`src/rtl/vgm_apb_slave_pkg.sv`:
```
// Purpose : shared types and constants for the APB slave register file.
// Latency : n/a (package only).
// Backpressure: n/a (package only).
//
// Contents: the APB phase-tracking FSM state enum, the bus data and address
// widths, the wait-counter width, and small helpers for the word-index decode.
// Used with the optional macro VGM_APB_SLVERR_EN (see vgm_apb_slave_regfile).
package vgm_apb_slave_pkg;

  localparam int DATA_W = 32;
  localparam int ADDR_W = 32;
  localparam int WAIT_W = 4;
  localparam int IDX_W  = ADDR_W - 2;

  typedef enum logic [1:0] {
    IDLE   = 2'd0,
    SETUP  = 2'd1,
    ACCESS = 2'd2
  } apb_state_e;

  typedef logic [WAIT_W-1:0] wait_cnt_t;
  typedef logic [IDX_W-1:0]  word_idx_t;

  // Word index of a byte address; the two byte-lane bits carry no meaning.
  function automatic word_idx_t word_index(input logic [ADDR_W-1:0] addr);
    return addr[ADDR_W-1:2];
  endfunction

  // A word index hits the register array when it is below the register count.
  function automatic logic idx_mapped(input word_idx_t idx, input int num_regs);
    return idx < IDX_W'(num_regs);
  endfunction

endpackage

```
`src/rtl/vgm_apb_slave_ctrl.sv`:
```
// Purpose : APB transfer control - phase FSM, wait-state counter, address/data capture, protocol checking.
// Latency : SETUP state, then WAIT_STATES ACCESS cycles with pready low, then one ACCESS cycle with pready high.
// Backpressure: pready held low while the wait counter is nonzero; the requester must hold PSEL/PENABLE/PADDR/PWRITE/PWDATA.
//
// Ports:
//   PCLK, PRESET           clock, asynchronous active-high reset
//   psel, penable          APB select / enable from the requester
//   paddr, pwrite, pwdata  APB address, direction, write data
//   pready                 transfer complete (ACCESS with wait counter at zero)
//   cap_idx                captured word index (PADDR[31:2])
//   cap_write, cap_wdata   captured direction and write data
//   proto_err              sticky protocol-violation flag
module vgm_apb_slave_ctrl
  import vgm_apb_slave_pkg::*;
#(
  parameter int WAIT_STATES = 0
) (
  input  logic              PCLK,
  input  logic              PRESET,
  input  logic              psel,
  input  logic              penable,
  input  logic [ADDR_W-1:0] paddr,
  input  logic              pwrite,
  input  logic [DATA_W-1:0] pwdata,
  output logic              pready,
  output word_idx_t         cap_idx,
  output logic              cap_write,
  output logic [DATA_W-1:0] cap_wdata,
  output logic              proto_err
);

  localparam wait_cnt_t WAIT_INIT = WAIT_W'(WAIT_STATES);

  apb_state_e        state_q;
  apb_state_e        state_d;
  wait_cnt_t         wait_q;
  logic [ADDR_W-1:0] addr_q;
  logic              err_set;
  logic              bus_changed;

  assign pready  = (state_q == ACCESS) && (wait_q == '0);
  assign cap_idx = word_index(addr_q);

  // Full-width compare: the byte-lane bits are still part of the held address.
  assign bus_changed = (paddr != addr_q) || (pwrite != cap_write) ||
                       (pwdata != cap_wdata);

  always_ff @(posedge PCLK or posedge PRESET) begin
    if (PRESET) begin
      state_q <= IDLE;
    end else begin
      state_q <= state_d;
    end
  end

  always_comb begin
    state_d = state_q;
    err_set = 1'b0;
    unique case (state_q)
      IDLE: begin
        if (penable) begin
          err_set = 1'b1;
        end else if (psel) begin
          state_d = SETUP;
        end
      end
      SETUP: begin
        state_d = ACCESS;
      end
      ACCESS: begin
        if (pready) begin
          // The completing cycle may already carry the next setup phase, so
          // a new address here is legal and starts a back-to-back transfer.
          state_d = (psel && !penable) ? SETUP : IDLE;
        end else if (!psel || !penable) begin
          // Requester abandoned the transfer: drop it without a write.
          err_set = 1'b1;
          state_d = IDLE;
        end else if (bus_changed) begin
          // Flag only; the transfer carries on with the captured values.
          err_set = 1'b1;
        end
      end
      default: begin
        state_d = IDLE;
      end
    endcase
  end

  always_ff @(posedge PCLK or posedge PRESET) begin
    if (PRESET) begin
      wait_q <= '0;
    end else if (state_q == SETUP) begin
      wait_q <= WAIT_INIT;
    end else if ((state_q == ACCESS) && (wait_q != '0)) begin
      wait_q <= wait_q - 1'b1;
    end
  end

  // Request fields are taken while the FSM sits in SETUP; the requester is
  // required to keep them stable from then until completion.
  always_ff @(posedge PCLK or posedge PRESET) begin
    if (PRESET) begin
      addr_q    <= '0;
      cap_write <= 1'b0;
      cap_wdata <= '0;
    end else if (state_q == SETUP) begin
      addr_q    <= paddr;
      cap_write <= pwrite;
      cap_wdata <= pwdata;
    end
  end

  always_ff @(posedge PCLK or posedge PRESET) begin
    if (PRESET) begin
      proto_err <= 1'b0;
    end else if (err_set) begin
      proto_err <= 1'b1;
    end
  end

endmodule

```
`src/rtl/vgm_apb_slave_regfile.sv`:
```
// Purpose : APB slave exposing NUM_REGS 32-bit read/write registers, all contents also visible on regs_q.
// Latency : WAIT_STATES+1 ACCESS-state cycles per transfer; a write shows on regs_q the cycle after PREADY.
// Backpressure: PREADY low during inserted wait states; requester holds the transfer until PREADY.
//
// Ports:
//   PCLK, PRESET     clock, asynchronous active-high reset
//   PSEL, PENABLE    APB select / access-phase indicator
//   PADDR            byte address, bits [1:0] ignored
//   PWRITE, PWDATA   direction (1 = write) and write data
//   PREADY, PRDATA   completion and read data (zero unless a mapped read completes)
//   PSLVERR          unmapped-access error, only when VGM_APB_SLVERR_EN is defined
//   regs_q           register i at bits [32*i+31:32*i]
//   proto_err        sticky APB protocol-violation flag
// Build option: define VGM_APB_SLVERR_EN to add the PSLVERR port.
module vgm_apb_slave_regfile
  import vgm_apb_slave_pkg::*;
#(
  parameter int NUM_REGS    = 8,
  parameter int WAIT_STATES = 0
) (
  input  logic                       PCLK,
  input  logic                       PRESET,
  input  logic                       PSEL,
  input  logic                       PENABLE,
  input  logic [ADDR_W-1:0]          PADDR,
  input  logic                       PWRITE,
  input  logic [DATA_W-1:0]          PWDATA,
  output logic                       PREADY,
  output logic [DATA_W-1:0]          PRDATA,
`ifdef VGM_APB_SLVERR_EN
  output logic                       PSLVERR,
`endif
  output logic [NUM_REGS*DATA_W-1:0] regs_q,
  output logic                       proto_err
);

  word_idx_t         cap_idx;
  logic              cap_write;
  logic [DATA_W-1:0] cap_wdata;
  logic              mapped;
  logic              wr_en;
  logic [DATA_W-1:0] rd_word;
  logic [DATA_W-1:0] regs [NUM_REGS];

  vgm_apb_slave_ctrl #(
    .WAIT_STATES (WAIT_STATES)
  ) u_ctrl (
    .PCLK      (PCLK),
    .PRESET    (PRESET),
    .psel      (PSEL),
    .penable   (PENABLE),
    .paddr     (PADDR),
    .pwrite    (PWRITE),
    .pwdata    (PWDATA),
    .pready    (PREADY),
    .cap_idx   (cap_idx),
    .cap_write (cap_write),
    .cap_wdata (cap_wdata),
    .proto_err (proto_err)
  );

  assign mapped = idx_mapped(cap_idx, NUM_REGS);
  assign wr_en  = PREADY && cap_write && mapped;

  always_ff @(posedge PCLK or posedge PRESET) begin
    if (PRESET) begin
      for (int i = 0; i < NUM_REGS; i++) begin
        regs[i] <= '0;
      end
    end else if (wr_en) begin
      for (int i = 0; i < NUM_REGS; i++) begin
        if (cap_idx == IDX_W'(i)) begin
          regs[i] <= cap_wdata;
        end
      end
    end
  end

  // Compare-based mux keeps every select in range for any NUM_REGS.
  always_comb begin
    rd_word = '0;
    for (int i = 0; i < NUM_REGS; i++) begin
      if (cap_idx == IDX_W'(i)) begin
        rd_word = regs[i];
      end
    end
  end

  assign PRDATA = (PREADY && !cap_write && mapped) ? rd_word : '0;

`ifdef VGM_APB_SLVERR_EN
  assign PSLVERR = PREADY && !mapped;
`else
  // No error response: unmapped reads return zero and unmapped writes are dropped.
`endif

  for (genvar g = 0; g < NUM_REGS; g++) begin : g_regs_q
    assign regs_q[DATA_W*g +: DATA_W] = regs[g];
  end

endmodule

```
`config.mk`:
```
export PLATFORM = sky130hd
export DESIGN_NAME = vgm_apb_slave_regfile
export DESIGN_NICKNAME = d
export VERILOG_FILES = /design/src/rtl/vgm_apb_slave_pkg.sv /design/src/rtl/vgm_apb_slave_ctrl.sv /design/src/rtl/vgm_apb_slave_regfile.sv
export SDC_FILE = /design/constraint.sdc
export NUM_CORES = 1
export LEC_CHECK = 0
export CAP_MARGIN = 5
export CORE_MARGIN = 5
export CORE_UTILIZATION = 46
export DETAILED_ROUTE_END_ITERATION = 10
export HOLD_SLACK_MARGIN = 0.06
export PLACE_DENSITY = 0.77
export SLEW_MARGIN = 20
export SYNTH_ARGS = -nofsm -noshare
export SYNTH_HDL_FRONTEND = slang
export SYNTH_SLANG_ARGS = --single-unit
```
`constraint.sdc`:
```
create_clock -name PCLK -period 9.81 [get_ports PCLK]
set_clock_uncertainty 0.1 [all_clocks]
set_input_delay 1.4715 -clock PCLK [delete_from_list [all_inputs] [get_ports PCLK]]
set_output_delay 1.4715 -clock PCLK [all_outputs]
set_load 0.005 [all_outputs]
```
# ---- Word level (Yosys, flattened, before mapping)
# Index checks and enable logic that the tools add are counted.
dict set report classes {
  add_sub_neg 1
  order_cmp 1
  n_eq_ne 15
  muxes 22
  n_reduce_logical 27
}
# op count
set op_table {}
lappend op_table {{32-bit two-way mux} 9}
lappend op_table {{30-bit by 3-bit equality test with 1-bit output (second input constant)} 4}
lappend op_table {{32-bit inequality test} 2}
lappend op_table {{30-bit by 2-bit equality test with 1-bit output (second input constant)} 2}
lappend op_table {{30-bit by 1-bit equality test with 1-bit output (second input constant)} 1}
lappend op_table {{30-bit logical NOT} 1}
lappend op_table {{30-bit by 4-bit less-than comparator with 1-bit output (second input constant)} 1}
lappend op_table {{2-bit AND reduction} 8}
lappend op_table {{2-bit two-way mux} 4}
lappend op_table {{4-bit two-way mux} 2}
lappend op_table {{1-bit logical AND} 7}
lappend op_table {{2-bit case mux with 3 select lines} 1}
lappend op_table {{1-bit two-way mux} 5}
lappend op_table {{4-bit logical NOT} 1}
lappend op_table {{2-bit inequality test (second input constant)} 2}
lappend op_table {{4-bit nonzero test} 1}
lappend op_table {{4-bit by 1-bit subtractor with 4-bit output (second input constant)} 1}
lappend op_table {{1-bit logical NOT} 3}
lappend op_table {{1-bit logical OR} 3}
lappend op_table {{3-bit inequality test (second input constant)} 1}
lappend op_table {{3-bit AND reduction} 1}
lappend op_table {{2-bit by 1-bit equality test with 1-bit output (second input constant)} 1}
lappend op_table {{2-bit equality test (second input constant)} 1}
lappend op_table {{2-bit logical NOT} 1}
lappend op_table {{3 further kinds} 3}
dict set report totals {
  ff_bits 328
  out_inout_bits 290
}

# ---- Depth between registers and ports, before layout
dict set report depth {
  word_depth 10
  mapped_depth 9
  ltp_nobuf 7
}

# ---- Cells and area by module
# From an unflattened synthesis, not the netlist that was laid out.
dict set report hier_totals {
  hier_cells 1335
  area_unflattened_um2 16027.9
}
# mod instances cells_each area_per_inst_um2 seq_area_each_um2
set modules_own_cells {}
lappend modules_own_cells {vgm_apb_slave_regfile 1 896 12284.3 6406.1}
lappend modules_own_cells {vgm_apb_slave_ctrl 1 439 3743.6 1801.7}

# ---- Worst setup path after synthesis
# OpenSTA, ideal clock, no wires.
dict set report synth_path {
  path_type {reg2out}
  startpoint {reg u_ctrl.addr_q[3]}
  endpoint {out PRDATA[31]}
  t_arrival_ns 2.175
  slack_ns 6.063
  stages_incl_launch_ff 7
  path_cell_list {dfrtp_1 > clkbuf_1 > clkbuf_1 > buf_1 > mux2i_1 > mux4_2 > a2111oi_0}
}
dict set report synth_between {
  elab_chain_len 10
  word_cells_on_any_way 19
}
# item line
set synth_lines {}
lappend synth_lines {{start: declaration} vgm_apb_slave_ctrl.sv:37} ;# logic [ADDR_W-1:0] addr_q;
lappend synth_lines {{start signal: assignment} vgm_apb_slave_ctrl.sv:108} ;# addr_q <= paddr;
lappend synth_lines {{30-bit logical NOT} vgm_apb_slave_regfile.sv:83} ;# if (cap_idx == IDX_W'(i)) begin
lappend synth_lines {{32-bit two-way mux (8 in a row)} vgm_apb_slave_regfile.sv:83}
lappend synth_lines {{32-bit two-way mux *} vgm_apb_slave_regfile.sv:89} ;# assign PRDATA = (PREADY && !cap_write && mapped) ? rd_word : '0;
lappend synth_lines {{end: declaration} vgm_apb_slave_regfile.sv:29} ;# output logic [DATA_W-1:0] PRDATA,
# Mark *: on every way between the ends. The rest lies on a longest branch, timed or not.

# ---- Final worst setup path
dict set report layout_path {
  startpoint {reg u_ctrl.addr_q[25]}
  endpoint {out PRDATA[19]}
}
# The elaborated chain is that of the path after synthesis.

==> flow_metrics.env <==
export IMPL_fmax_mhz=172
export IMPL_met2_usage_pct=42.6
export IMPL_coreArea_sq_um=34600
export IMPL_ctsRootBufferMaster="clkbuf_16"
export IMPL_gr_total_overflow=0
export IMPL_syn_inst=1370
export IMPL_antenna_found_initial=1
export IMPL_ys_ff_latch=328
export IMPL_ant_nets=0
export IMPL_n_antenna_cell=0
export IMPL_crit_fanout=37
export IMPL_maxCapViolations=0
export IMPL_cts_sink_count=328
export IMPL_multi_input_area_sq_um=7280
export IMPL_h_tree_depth=2
export IMPL_rsz0062_at_grt="false"
export IMPL_slew_headroom_pct=22.9
export IMPL_nFillCells=2735
export IMPL_critical_path_required_ns=8.24
export IMPL_tns_ns=0
export IMPL_synth_top_area_share_pct=50.9
export IMPL_ys_seq_area_share_pct=50.9
export IMPL_start_util_pct=46.6
export IMPL_cts_buffer_depth=3
export IMPL_setup_viol=0
export IMPL_firstDrtPassIters=5
export IMPL_critPathArrivalTime_ns=4.24
export IMPL_nNetsFinal=1730
export IMPL_fin_area_sq_um=21000
export IMPL_fin_crit_ns=5.81
export IMPL_grt_use_met3_pct=4.57
export IMPL_synth_simple_gate_area_share_pct=11.1
export IMPL_post_cts_buffers=0
export IMPL_slew_violations=0
export IMPL_wire_per_inst_um=25.2
export IMPL_synthAdderAreaFrac_pct=0.0775
export IMPL_place_congestion=0.940
export IMPL_mostFrequentLayoutCell="clkdlybuf4s50_1"
export IMPL_ys_warn_count=0
export IMPL_die_x_um=197
export IMPL_synth_edf_count=0
export IMPL_ys_top_cells_by_area="dfrtp_1 (51%), mux2_2 (15%), mux2_4 (8.4%)"
export IMPL_drt_iter0_markers=915
export IMPL_final_hold_violation_count=0
export IMPL_syn_to_final_growth_pct=30.2
export IMPL_syn_avg_cell_area_sq_um=11.8
export IMPL_rows=68
export IMPL_grt_max_degree=78
export IMPL_grt_busiest_layer="met2"
export IMPL_yosys_area_top_type="dfrtp_1"
export IMPL_synth_distinct_cells=49
export IMPL_grt_pass1_wl_um=80300
export IMPL_end_kind="output port"
export IMPL_place_hpwl_um=37800
export IMPL_port_buffer_count=358
export IMPL_status="finished, final reports clean"
export IMPL_worst_slew_pin_slew_ns=1.16
export IMPL_cts_clk_slew_worst_paths_ns=0.06
export IMPL_muxShareOfSynthArea_pct=24.1
export IMPL_hold_buffers=0
export IMPL_boundaryPins=359
export IMPL_fin_crit_sh_pct=59.3
export IMPL_async_reset_ff_share_pct=100
export IMPL_grt_usage_pct=26.8
export IMPL_cp_start_kind="flip-flop"
export IMPL_vias=12600
export IMPL_drc=0
export IMPL_path_class="flip-flop to output port"
export IMPL_ff_latch_area_sq_um=8220
export IMPL_placed_area_sq_um=19800
export IMPL_synth_xor_area_share_pct=2.06
export IMPL_clock_latency_ns=0.51
export IMPL_chipHeight_um=197
export IMPL_die_area_sq_um=38900
export IMPL_avgViaCountPerCell=5.91
export IMPL_grt_pass1_vias=12800
export IMPL_peakVddDrop_mv=0.0923
export IMPL_cts_buffers=37
export IMPL_leakage_nw=9.77
export IMPL_syn_nets=1440
export IMPL_p_per_area_nw_per_um2=156
export IMPL_layout_drive_gt1_share_pct=23.6
export IMPL_post_cts_resized=0
export IMPL_synth_compound_area_share_pct=7.51
export IMPL_finalWirelength_um=53900
export IMPL_hold_class="flip-flop to flip-flop"
export IMPL_grt_use_met1_pct=36.9
export IMPL_cts_tree="yes"
export IMPL_synth_ff_type="dfrtp_1"
export IMPL_final_cell_mix="clkdlybuf4s50_1 (358), dfrtp_1 (325), mux2_2 (213), nand2_1 (175), mux2_4 (90)"
export IMPL_synth_cell_area_sq_um=16100
export IMPL_synth_top_family_by_area="multiplexers"
-- report_power, final --
group          switching, mW  total [mW]  internal (mW)
Sequential             0.147        1.55           1.40
Clock                  0.544        1.34          0.798
Combinational          0.246       0.382          0.136
Total                  0.937        3.27           2.34
-- per-layer routing --
layer	routed length (um)	part of all wire, %
met1	22400	42
met2	25100	47
met3	4110	7.6
met4	2280	4.2
met5	0	0
-- stage by stage --
step / std cells / setup slack [ns] / utilization [%] / total power [mW] / hold slack [ns]
after floorplan: 1370 / 3.86 / - / 1.77 / 0.349
after global placement: 2076 / 4.68 / 57.3 / 1.94 / 0.369
after detailed placement: 2076 / 4.64 / 57.3 / 1.95 / 0.396
after CTS: 2136 / 4.08 / 60.7 / 3.28 / 0.406
after global routing: 2136 / 3.94 / 60.7 / 3.39 / 0.444
final: 2136 / 4.00 / 60.7 / 3.27 / 0.406
-- state kept, by name, summed over array words and instances, names as in the netlist --
register and cells:
regs_q 256, u_ctrl.addr_q 32, u_ctrl.cap_wdata 32, u_ctrl.wait_q 4
u_ctrl.state_q 2, u_ctrl.cap_write 1, u_ctrl.proto_err 1
-- cells by family (layout without fill, tap and decap cells) --
kind of cell,count (synthesis),in the layout
xor gates and xnor gates,38,38
DFF,328,328
AOI/OAI and AO/OA,184,184
adders and majority gates,1,1
and+or+nand+nor,361,361
buffers and inverters,143,454
muxes,315,315
-- Yosys cell counts (3+ instances only) --
| master | instances |
|---|---|
| nand2b_1 | 14 |
| mux2_2 | 213 |
| o31ai_1 | 3 |
| o22a_1 | 3 |
| mux2_1 | 7 |
| inv_1 | 20 |
| clkbuf_1 | 90 |
| a2111oi_0 | 9 |
| buf_1 | 10 |
| nor3b_1 | 30 |
| a21oi_1 | 30 |
| o221ai_1 | 31 |
| buf_6 | 5 |
| or3_1 | 4 |
| o21ai_0 | 56 |
| mux2i_1 | 4 |
| nand2_1 | 175 |
| buf_2 | 11 |
| a221o_1 | 3 |
| nor2b_1 | 27 |
| o22ai_1 | 6 |
| nor2_1 | 37 |
| nand4_1 | 9 |
| nand3_1 | 8 |
| nor4_1 | 43 |
| a22o_1 | 4 |
| a221oi_1 | 5 |
| dfrtp_1 | 328 |
| buf_12 | 6 |
| xor2_1 | 31 |
| mux2_4 | 90 |
| xnor2_1 | 7 |
| a31oi_1 | 27 |
| o2111a_1 | 3 |
-- final cells by class --
class / instances / area share (%)
multi-input cells: 899 / 34.7
inverters: 21 / 0.393
well taps: 455 / 2.71
flip-flops and latches: 328 / 39.1
clock inverters: 7 / 0.322
repair buffers: 373 / 17.6
clock buffers: 53 / 5.22
-- final timing paths --
path / start / slack, ns / to / cells past startpoint
worst max register to register: u_ctrl.addr_q[25] / 5.43 / regs_q[113] / 6
max in group asynchronous: PRESET / 6.55 / u_ctrl.addr_q[2] / 4
min in group asynchronous: PRESET / 1.12 / regs_q[192] / 2
worst min-delay path: u_ctrl.addr_q[0] / 0.41 / u_ctrl.addr_q[0] / 2
worst max-delay path: u_ctrl.addr_q[25] / 4.00 / PRDATA[19] / 5
worst min register to register: u_ctrl.addr_q[0] / 0.41 / u_ctrl.addr_q[0] / 2
-- worst max-delay path, stage by stage, from the launching register on --
cell and delay, ns:
dfrtp_1 0.41, nor4_2 0.71, nand3_2 0.25, or3_2 0.85
nor4_1 0.85, clkdlybuf4s50_1 0.65
No activity file was read; power rests on OpenSTA's default activity.
==> RTL edit: new RTL, config.mk and constraints unchanged <==
Change the package constant `ADDR_W` from 32 to 16.
--- a/src/rtl/vgm_apb_slave_pkg.sv
+++ b/src/rtl/vgm_apb_slave_pkg.sv
@@ -10,3 +10,3 @@
   localparam int DATA_W = 32;
-  localparam int ADDR_W = 32;
+  localparam int ADDR_W = 16;
   localparam int WAIT_W = 4;
Ports: changed (resized PADDR); port bits go from 359 to 343. No check against the original RTL was run, so the function may have changed too.
==> RTL edit against the unedited design <==
Area after synthesis decreased by 8.7%. Total power decreased by 7.5%. Via count decreased by 14%. Routed wire length decreased by 12%. Worst setup slack improved by 0.25 ns. Sequential cell count decreased by 16. Global-route usage decreased by 0.69 points. Final area decreased by 7.2%. Count of clock-buffer cells in the layout decreased by 9. Cell count decreased by 12%.
==> RTL edit: results (changes against the unedited design) <==
[run_status]
status = finished, final reports clean  ; unchanged

[detailed_routing]
via_count = 10900  ; was 12600
wl_per_cell_um = 25.2  ; about the same

[worst_setup_path]
cp_max_fo = 27  ; was 37
reg2reg_slack_ns = 5.92  ; was 5.43 ns
cpPeakStageDelay_ns = 0.62  ; was 0.85 ns
crit_slowest_cell = nor2_4  ; was or3_2

[timing]
tightest_slew_ns = 1.09  ; was 1.16 ns
fin_crit_ns = 5.56  ; was 5.81 ns

[hold_path]
hold_start = u_ctrl.addr_q[1]  ; was u_ctrl.addr_q[0]

[global_routing]
antenna_found_initial = 4  ; was 1
grt_usage_pct = 26.1  ; was 26.8%
grt_max_degree = 180  ; was 78

[placed_design]
port_buffers = 342  ; was 358
dp_slack_ns = 4.82  ; was 4.64 ns
dp.cells = 1809  ; was 2076
place_area_um2 = 18300  ; was 19800 um^2

[final_layout]
nClkBuffers = 44  ; was 53
nNetsFinal = 1499  ; was 1730
regArea_um2 = 7820  ; was 8220 um^2
nMultiInputCombCells = 720  ; was 899
final_cells = 1871  ; was 2136
layout-drive-gt1-share_pct = 26.3  ; was 23.6%

[power_and_ir_drop]
p_int_mw = 2.23  ; was 2.34 mW
clock_power_share_pct = 43.0  ; was 41.0%
leakagePower_nw = 8.72  ; was 9.77 nW
seqPwrFrac_pct = 47.6  ; was 47.3%

[synthesis]
syn_nets = 1202  ; was 1440

RTL edit: metrics by stage:
step                util [%]  total power, mW
global placement        58.1             1.74
floorplan                  -             1.62
finish                  61.8             3.03
global route            61.8             3.15
CTS                     61.7             3.05
detailed placement      58.1             1.75
RTL edit: critical path: cells and delay by family, from the launching register on:
family	cells	cell delay, ns
AO/OA/AOI/OAI	2	0.56
buffers and inverters	2	1.01
flip-flops	1	0.40
AND/OR/NAND/NOR	3	1.51
RTL edit: kinds of logic after synthesis:
kind of cell               Yosys count  synth area share, %
AOI/OAI and AO/OA                  126                 4.95
xor gates and xnor gates            36                 2.14
adders and majority gates            1               0.0849
buffers and inverters              116                 3.95
DFF                                312                 53.0
muxes                              323                 28.4
and+or+nand+nor                    234                 7.52
RTL edit: layer usage:
metal | share of wire, % | GRT usage (%) | up-vias
met1 | 41 | 34.1 | 5679
met5 | 0.025 | 0 | -
met2 | 49 | 44.0 | 420
met3 | 6.3 | 5.64 | 87
li1 | - | - | 4674
met4 | 3.1 | 7.85 | 2
